### config.mk
export PLATFORM = sky130hd
export DESIGN_NAME = led_scan_capture_flat
export DESIGN_NICKNAME = d
export VERILOG_FILES = /design/src/rtl/led_scan_capture_if.sv /design/src/rtl/led_scan_capture.sv /design/src/flat_wrapper.sv
export SDC_FILE = /design/constraint.sdc
export NUM_CORES = 1
export LEC_CHECK = 0
export CELL_PAD_IN_SITES_DETAIL_PLACEMENT = 0
export CELL_PAD_IN_SITES_GLOBAL_PLACEMENT = 1
export CORE_MARGIN = 2
export CORE_UTILIZATION = 51
export CTS_BUF_LIST = sky130_fd_sc_hd__clkbuf_8
export DETAILED_ROUTE_END_ITERATION = 10
export PLACE_DENSITY_LB_ADDON = 0.1
export SLEW_MARGIN = 20
export SYNTH_ARGS = -nofsm -noshare
export SYNTH_HDL_FRONTEND = slang
export SYNTH_SLANG_ARGS = --single-unit
### constraint.sdc
create_clock -name SYS_CLK -period 3.38 [get_ports SYS_CLK]
set_input_delay 0.845 -clock SYS_CLK [delete_from_list [all_inputs] [get_ports SYS_CLK]]
set_output_delay 0.845 -clock SYS_CLK [all_outputs]
set_load 0.05 [all_outputs]
### src/rtl/led_scan_capture_if.sv
// led_scan_capture_if: bundle of the scan bus, readout port and status lines of led_scan_capture.
//   master (bench / driver side) drives comm, enable, LedR/G/B (active-low), rd_row, clr_err.
//   slave (capture block) drives rd_r/g/b, frame_valid, frame_count, seq_err, err_sticky, stalled.
interface led_scan_capture_if;
    logic [2:0] comm;
    logic       enable;
    logic [7:0] LedR;
    logic [7:0] LedG;
    logic [7:0] LedB;
    logic [2:0] rd_row;
    logic [7:0] rd_r;
    logic [7:0] rd_g;
    logic [7:0] rd_b;
    logic       frame_valid;
    logic [7:0] frame_count;
    logic       seq_err;
    logic       err_sticky;
    logic       clr_err;
    logic       stalled;
    modport master (
        output comm, enable, LedR, LedG, LedB, rd_row, clr_err,
        input  rd_r, rd_g, rd_b, frame_valid, frame_count, seq_err, err_sticky, stalled
    );
    modport slave (
        input  comm, enable, LedR, LedG, LedB, rd_row, clr_err,
        output rd_r, rd_g, rd_b, frame_valid, frame_count, seq_err, err_sticky, stalled
    );
endinterface

### src/rtl/led_scan_capture.sv
// led_scan_capture: rebuilds 8x8 RGB frames from a row-scan LED bus into a double-buffered image.
//   SYS_CLK, RST  : clock, synchronous active-high reset
//   bus (slave)   : scan inputs comm/enable/LedR/LedG/LedB (async, active-low columns),
//                   readout rd_row -> rd_r/rd_g/rd_b (1-cycle latency), frame_valid, frame_count,
//                   seq_err, err_sticky/clr_err, stalled
module led_scan_capture #(
    parameter int SETTLE  = 16,
    parameter int TIMEOUT = 250000
) (
    input  logic SYS_CLK,
    input  logic RST,
    led_scan_capture_if.slave bus
);
    localparam int TW = $clog2(TIMEOUT + 1);
    typedef enum logic {HUNT, CAPTURE} state_t;
    // scan sample packed as {enable, comm, LedR, LedG, LedB}
    logic [27:0]   sync1_q, sync1_d, sync2_q, sync2_d, prev_q, prev_d;
    logic [7:0]    stab_q, stab_d;
    logic [TW-1:0] to_q, to_d;
    state_t        state_q, state_d;
    logic [2:0]    exp_row_q, exp_row_d;
    logic [23:0]   work_q [8];
    logic [23:0]   work_d [8];
    logic [23:0]   disp_q [8];
    logic [23:0]   disp_d [8];
    logic          commit_q, commit_d;
    logic          frame_valid_q, frame_valid_d;
    logic [7:0]    frame_count_q, frame_count_d;
    logic          seq_err_q, seq_err_d;
    logic          err_sticky_q, err_sticky_d;
    logic [23:0]   rd_q, rd_d;
    logic          s_enable, cap, hit, err;
    logic [2:0]    s_comm;
    assign s_enable = sync2_q[27];
    assign s_comm   = sync2_q[26:24];
    always_comb begin
        sync1_d = {bus.enable, bus.comm, bus.LedR, bus.LedG, bus.LedB};
        sync2_d = sync1_q;
        prev_d  = sync2_q;
        stab_d  = (sync2_q != prev_q) ? 8'd0 : (stab_q == 8'hff) ? stab_q : stab_q + 8'd1;
        // stab_d is 0 only on a change and otherwise climbs by one, so equality hits once per dwell
        cap     = s_enable && (stab_d == 8'(SETTLE - 1));
        to_d    = cap ? '0 : (to_q >= TW'(TIMEOUT)) ? to_q : to_q + 1'b1;
    end
    always_comb begin
        state_d   = state_q;
        exp_row_d = exp_row_q;
        work_d    = work_q;
        commit_d  = 1'b0;
        hit       = 1'b0;
        err       = 1'b0;
        if (!s_enable) begin
            state_d = HUNT;
        end else if (cap) begin
            hit = (state_q == CAPTURE) && (s_comm == exp_row_q);
            err = (state_q == CAPTURE) && !hit;
            // an in-order row or any row 0 (fresh start or restart) is written
            if (hit || s_comm == 3'd0) begin
                work_d[s_comm] = ~sync2_q[23:0];
                exp_row_d      = s_comm + 3'd1;
                commit_d       = hit && (s_comm == 3'd7);
                state_d        = commit_d ? HUNT : CAPTURE;
            end else begin
                state_d = HUNT;
            end
        end
    end
    always_comb begin
        disp_d = disp_q;
        if (commit_q) disp_d = work_q;
        frame_valid_d = commit_q;
        frame_count_d = frame_count_q + 8'(commit_q);
        seq_err_d     = err;
        err_sticky_d  = err || (err_sticky_q && !bus.clr_err);
        rd_d          = disp_q[bus.rd_row];
    end
    always_ff @(posedge SYS_CLK) begin
        if (RST) begin
            sync1_q       <= '0;
            sync2_q       <= '0;
            prev_q        <= '0;
            stab_q        <= '0;
            to_q          <= '0;
            state_q       <= HUNT;
            exp_row_q     <= '0;
            work_q        <= '{default: '0};
            disp_q        <= '{default: '0};
            commit_q      <= 1'b0;
            frame_valid_q <= 1'b0;
            frame_count_q <= '0;
            seq_err_q     <= 1'b0;
            err_sticky_q  <= 1'b0;
            rd_q          <= '0;
        end else begin
            sync1_q       <= sync1_d;
            sync2_q       <= sync2_d;
            prev_q        <= prev_d;
            stab_q        <= stab_d;
            to_q          <= to_d;
            state_q       <= state_d;
            exp_row_q     <= exp_row_d;
            work_q        <= work_d;
            disp_q        <= disp_d;
            commit_q      <= commit_d;
            frame_valid_q <= frame_valid_d;
            frame_count_q <= frame_count_d;
            seq_err_q     <= seq_err_d;
            err_sticky_q  <= err_sticky_d;
            rd_q          <= rd_d;
        end
    end
    assign bus.rd_r        = rd_q[23:16];
    assign bus.rd_g        = rd_q[15:8];
    assign bus.rd_b        = rd_q[7:0];
    assign bus.frame_valid = frame_valid_q;
    assign bus.frame_count = frame_count_q;
    assign bus.seq_err     = seq_err_q;
    assign bus.err_sticky  = err_sticky_q;
    assign bus.stalled     = to_q >= TW'(TIMEOUT);
endmodule

### src/flat_wrapper.sv
// flat-port wrapper written by rule: the top's interface ports become plain ports
module led_scan_capture_flat 
#(
    parameter int SETTLE  = 16,
    parameter int TIMEOUT = 250000
)
  (SYS_CLK, RST, bus_comm, bus_enable, bus_LedR, bus_LedG, bus_LedB, bus_rd_row, bus_clr_err, bus_rd_r, bus_rd_g, bus_rd_b, bus_frame_valid, bus_frame_count, bus_seq_err, bus_err_sticky, bus_stalled);
  led_scan_capture_if bus_i ();
  input  logic SYS_CLK;
  input  logic RST;
  input wire logic [$bits(bus_i.comm)-1:0] bus_comm;
  input wire logic [$bits(bus_i.enable)-1:0] bus_enable;
  input wire logic [$bits(bus_i.LedR)-1:0] bus_LedR;
  input wire logic [$bits(bus_i.LedG)-1:0] bus_LedG;
  input wire logic [$bits(bus_i.LedB)-1:0] bus_LedB;
  input wire logic [$bits(bus_i.rd_row)-1:0] bus_rd_row;
  input wire logic [$bits(bus_i.clr_err)-1:0] bus_clr_err;
  output wire logic [$bits(bus_i.rd_r)-1:0] bus_rd_r;
  output wire logic [$bits(bus_i.rd_g)-1:0] bus_rd_g;
  output wire logic [$bits(bus_i.rd_b)-1:0] bus_rd_b;
  output wire logic [$bits(bus_i.frame_valid)-1:0] bus_frame_valid;
  output wire logic [$bits(bus_i.frame_count)-1:0] bus_frame_count;
  output wire logic [$bits(bus_i.seq_err)-1:0] bus_seq_err;
  output wire logic [$bits(bus_i.err_sticky)-1:0] bus_err_sticky;
  output wire logic [$bits(bus_i.stalled)-1:0] bus_stalled;
  assign bus_i.comm = bus_comm;
  assign bus_i.enable = bus_enable;
  assign bus_i.LedR = bus_LedR;
  assign bus_i.LedG = bus_LedG;
  assign bus_i.LedB = bus_LedB;
  assign bus_i.rd_row = bus_rd_row;
  assign bus_i.clr_err = bus_clr_err;
  assign bus_rd_r = bus_i.rd_r;
  assign bus_rd_g = bus_i.rd_g;
  assign bus_rd_b = bus_i.rd_b;
  assign bus_frame_valid = bus_i.frame_valid;
  assign bus_frame_count = bus_i.frame_count;
  assign bus_seq_err = bus_i.seq_err;
  assign bus_err_sticky = bus_i.err_sticky;
  assign bus_stalled = bus_i.stalled;
  led_scan_capture #(.SETTLE(SETTLE), .TIMEOUT(TIMEOUT)) u_core (.SYS_CLK(SYS_CLK), .RST(RST), .bus(bus_i));
endmodule
Word level (Yosys, flattened, before mapping):

Index checks and enable logic that the tools add are counted.
Widths: inputs -> output; s select.

* mux-type cells: 12
* bitwise logic cells: 6
* add/subtract/negate cells: 4
* magnitude comparators: 4
* equal/unequal tests: 5
* reductions and logical operators: 15

Operator list (count)
* $bwmux 192: 1
* $bmux 24 s3: 1
* $demux 24 s3: 1
* $mux 24: 3
* $ne 28x28->1: 1
* $not 24->24: 1
* $add 18x1->18 const B: 1
* $ge 18x18->1 const B: 1
* $mux 8: 2
* $add 8x1->8: 1
* $add 8x1->8 const B: 1
* $eq 8x4->1 const B: 1
* $eq 8x8->1 const B: 1
* $ge 4x4->1 const B: 2
* $not 3->4: 2
* $logic_and 1x1->1: 6
* $lt 4x1->1 const B: 1
* $mux 1: 4
* $reduce_or 2->1: 2
* $reduce_or 4->1: 1
* $add 3x1->3 const B: 1
* $eq 3x3->1: 1
* $eq 3x3->1 const B: 1
* $logic_not 3->1: 1
* other kinds (4): 8

* logic and storage cells: 75
* register bits: 534

Longest topological paths before layout:

* depth after elaboration: 8
* depth in mapped cells: 10
* depth with buffers taken out: 7

Least setup slack after synthesis:

Ideal clock, no wire load.

* path kind: flip-flop to flip-flop
* start point: register u_core.stab_q[0]
* end point: register u_core.work_q[20] in the netlist's numbering
* data arrival time: 2.376 ns
* period minus slack after synthesis: 2.504 ns
* path slack: 0.876 ns
* library setup time: 0.129 ns
* path buffers: 3
* cell stages (with the launch flop): 11
* path through: dfxtp_1 > ha_1 > and4_1 > nand3_1 > a22oi_1 > nand4b_1 > buf_6 > or4_4 > buf_6 > buf_12 > mux2i_1

* cells in the longest elaborated chain, start to end: 6
* elaborated cells between the ends (all ways): 7

Ends and longest elaborated chain
* start: declaration: line led_scan_capture.sv:18 `logic [7:0] stab_q, stab_d;`
* start signal: assignment: line led_scan_capture.sv:98 `stab_q <= stab_d;`
* $add 8x1->8 or $eq 8x8->1 (tied branches): line led_scan_capture.sv:40 `stab_d = (sync2_q != prev_q) ? 8'd0 : (stab_q == 8'hff) ? stab_q : stab_q + 8'd1;`
* $mux 8 * (2 in a row): line led_scan_capture.sv:40
* $eq 8x4->1 *: line led_scan_capture.sv:42 `cap = s_enable && (stab_d == 8'(SETTLE - 1));`
* $logic_and 1x1->1 *: line led_scan_capture.sv:42
* $reduce_and 3->1 (no source line) *
* end signal: assignment: line led_scan_capture.sv:102 `work_q <= work_d;`
* end: declaration: line led_scan_capture.sv:22 `logic [23:0] work_q [8];`

Mark *: on every way between the ends. The rest lies on a longest branch, timed or not.
A chain may end at the register's enable or synchronous reset.

Worst setup path in the final report:

* start point: register u_core.to_q[8]
* end point: output bus_stalled

* cells in the longest elaborated chain, start to end: 1

Ends and longest elaborated chain
* start: declaration: line led_scan_capture.sv:19 `logic [TW-1:0] to_q, to_d;`
* start signal: assignment: line led_scan_capture.sv:99 `to_q <= to_d;`
* $ge 18x18->1: line led_scan_capture.sv:119 `assign bus.stalled = to_q >= TW'(TIMEOUT);`
* end: declaration: line flat_wrapper.sv:25 `output wire logic [$bits(bus_i.stalled)-1:0] bus_stalled;`

Every way passes these cells.

==> flow_summary_export.csv <==
group,metric,value,unit
setup_path,crit_arrival,2.38,ns
drt,wl,42400,um
cts,clk_latency,0.63,ns
timing,finClkSkew,0.0261,ns
place,dp.cells,2374,
die,die_h,206,um
cts,cts_setup_buffers,0,
drt,drtIter0Drc,618,
layout,multiInputGateArea,9430,um^2
timing,worst_slew_pin_slew,0.950,ns
place,dp_hpwl,24700,um
drt,wl_per_cell,16.8,um
global_routing,first_global_vias,12830,
die,core,40000,um^2
pwr,comb_power_share,0.035,
layout,nNetsFinal,1981,
place,dpl_cell_area,21900,um^2
synth,synth.yosys.seq_area_share,0.514,
layout,area_growth,13.6,%
drt,drc,0,
setup_path,worstPathMaxFanout,10,
place,place.gp.congestion,0.774,
setup_path,cp.required,2.53,ns
timing,setup_viol,0,
global_routing,grt_antenna_before_repair,1,
pwr,ir_drop,0.305,mV
cts,clk_pin_slew,0.06,ns
layout,ff_latch_area,10700,um^2
drt,vias_per_cell,5.12,
die,die-area,42400,um^2
place,numPortBuffers,69,
timing,drv_slew,0,
layout,drive_gt1_frac,0.122,
synth,syn-cell-area,20800,um^2
timing,fmax,0.310,GHz
die,fp.dieW,206,um
outcome,run_status,"completed",
pwr,pwr-share-clk,0.442,
pwr,p_per_area,516,nW/um^2
setup_path,timing_worst_setup_path_type,"flip-flop to output pin",
global_routing,grt_max_degree,111,
timing,relSlewSlack,0.367,
layout,fillers,3385,
place,place_ws,0.351,ns
setup_path,reg2reg_slack,0.37,ns
die,io_pins,70,
timing,tns,0,ns
cts,clk_path_buf_depth,3,
pwr,leakage,9.00,nW
pwr,p_int,0.00947,W
synth,yosysWarnings,0,
layout,fin_area,23600,um^2
pwr,p_sw_frac,0.224,
global_routing,grt_remaining_overflow,0,
cts,cts-root-buf,"clkbuf_8",
cts,cts_sinks,534,
drt,dr_total_vias,12933,
synth,synth_top_area_cell,"dfxtp_1",
timing,finalCriticalPeriod,3.22,ns
synth,synth_seq_cells,534,
layout,fin_cells,2526,
drt,firstDrtPassIters,5,
synth,syn_area_per_cell,11.0,um^2
cts,numCtsBuffers,88,
setup_path,start_kind,"flip-flop",
layout,n_antenna_cell,0,
drt,ant_nets,0,
pwr,p_switching,0.00273,W
pwr,pwr-share-seq,0.522,
timing,fin_crit_sh,0.954,
cts,htreeDepth,3,
synth,synthesis.nets,1932,
worst_hold_path,hold_path.class,"flip-flop to flip-flop",
synth,synth_cell_type_count,47,
layout,utilization,0.591,
die,initial_core_util,0.520,
synth,synth.area.top_cells,"dfxtp_1 51%, mux2i_1 20%, nand2b_1 6.0%",
cts,ctsHoldBuffers,0,
cts,cts_tree,"yes",
synth,synth_edf_count,0,
timing,rsz0062_at_grt,"false",
synth,syn_inst,1890,
timing,final_critical_path_setup_slack,0.155,ns
global_routing,grt_pass1_wl,67900,um
synth,synth_top_area_share,0.514,
global_routing,grt_use_total,0.203,
setup_path,worst_setup_path_end_kind,"output pin",
synth,ys.flop_type,"dfxtp_1",
die,placementRows,73,
synth,synth-async-reset-ratio,0,
run,cap_violations,0,
timing,final_hold_viol_count,0,
-- cells by family (layout without fill, tap and decap cells) --
logic type	after synthesis	in the layout	share of synthesized area
fa+ha+maj	8	8	0.00481
buf+inv	154	265	0.0333
xor+xnor	54	54	0.0227
flops	534	534	0.514
mux	459	459	0.250
simple gates	656	656	0.168
compound gates	25	25	0.00734
-- cell usage after synthesis (all sizes together) (8+ instances only) --
cell type / number
a21oi: 10
buf: 70
clkbuf: 78
dfxtp: 534
ha: 8
mux2i: 411
mux4: 48
nand2: 19
nand2b: 201
nand3: 15
nand4: 17
nor2: 248
nor2b: 89
or2: 25
xnor2: 43
xor2: 11
-- timing repair --
action | CTS | global route
pin swaps | 0 | 0
resized for setup | 3 | 1
endpoints found under the setup margin | 1 | 1
-- routing by layer --
metal	track usage	vias up	part of all wire
li1	-	6454	-
met1	0.284	6227	0.50
met2	0.320	202	0.45
met3	0.0355	50	0.034
met4	0.0645	0	0.016
met5	0	-	0
-- sequential cells by signal, summed over array words and instances, names as in the netlist --
signal                  flops
u_core.prev_q              28
u_core.bus.frame_count      8
u_core.disp_q             192
u_core.rd_q                24
u_core.exp_row_q            3
u_core.stab_q               8
u_core.bus.err_sticky       1
u_core.to_q                18
u_core.sync1_q             28
u_core.state_q              1
u_core.bus.seq_err          1
u_core.work_q             192
u_core.prev_d              28
u_core.bus.frame_valid      1
u_core.commit_q             1
-- worst paths after layout --
check,depth (start not counted),endpoint,from
setup / recovery,5,bus_stalled,u_core.to_q[8]
hold / removal,1,u_core.prev_d[2],u_core.sync1_q[2]
setup reg to reg,8,u_core.work_q[103],u_core.stab_q[0]
hold reg to reg,1,u_core.prev_d[2],u_core.sync1_q[2]
-- cell type report --
type,count,area share
multi-input combinational,1202,0.399
tap,525,0.0278
clock inverter,44,0.00890
timing repair buffer,107,0.0478
sequential,534,0.453
clock buffer,108,0.0629
inverter,6,0.000953
-- critical path, stage by stage, from the launching register on --
cell             delay [ns]
dfxtp_1                0.33
or4_1                  0.53
o21ai_0                0.20
a21o_2                 0.24
inv_2                  0.12
clkdlybuf4s15_2        0.35
-- power groups by stage --
| stage | combinational (W) | sequential [W] | clock, W |
|---|---|---|---|
| detailed placement | 0.000439 | 0.00651 | 0 |
| global placement | 0.000436 | 0.00651 | 0 |
| finish | 0.000431 | 0.00637 | 0.00540 |
| CTS | 0.000440 | 0.00637 | 0.00558 |
| global route | 0.000468 | 0.00637 | 0.00587 |
| floorplan | 0.000295 | 0.00649 | 0 |
-- per-stage QoR --
step | total power, W | hold WS (ns)
4_1_cts | 0.0124 | 0.426
3_3_place_gp | 0.00694 | 0.421
6_report | 0.0122 | 0.431
2_1_floorplan | 0.00679 | 0.414
5_1_grt | 0.0127 | 0.444
3_5_place_dp | 0.00695 | 0.420
-- cell usage in the layout (no fill, tap or decap), types with 4 or more instances in the layout --
cell type	synthesis	final
nor2b_1	89	89
buf_12	2	13
nand2b_1	201	201
nand4_1	17	17
xnor2_1	43	43
clkinv_2	0	6
nor2_1	248	248
nand2_1	19	19
mux4_2	48	48
dfxtp_1	534	533
xor2_1	11	11
clkbuf_8	0	108
buf_4	10	25
nand3_1	15	15
mux2i_1	411	411
a21oi_1	10	10
or2_2	25	25
ha_1	8	8
nor3_1	6	6
nor4_1	4	4
and3_1	5	5
inv_1	5	39
clkdlybuf4s50_1	0	64
(Power assumes the default switching activity.)
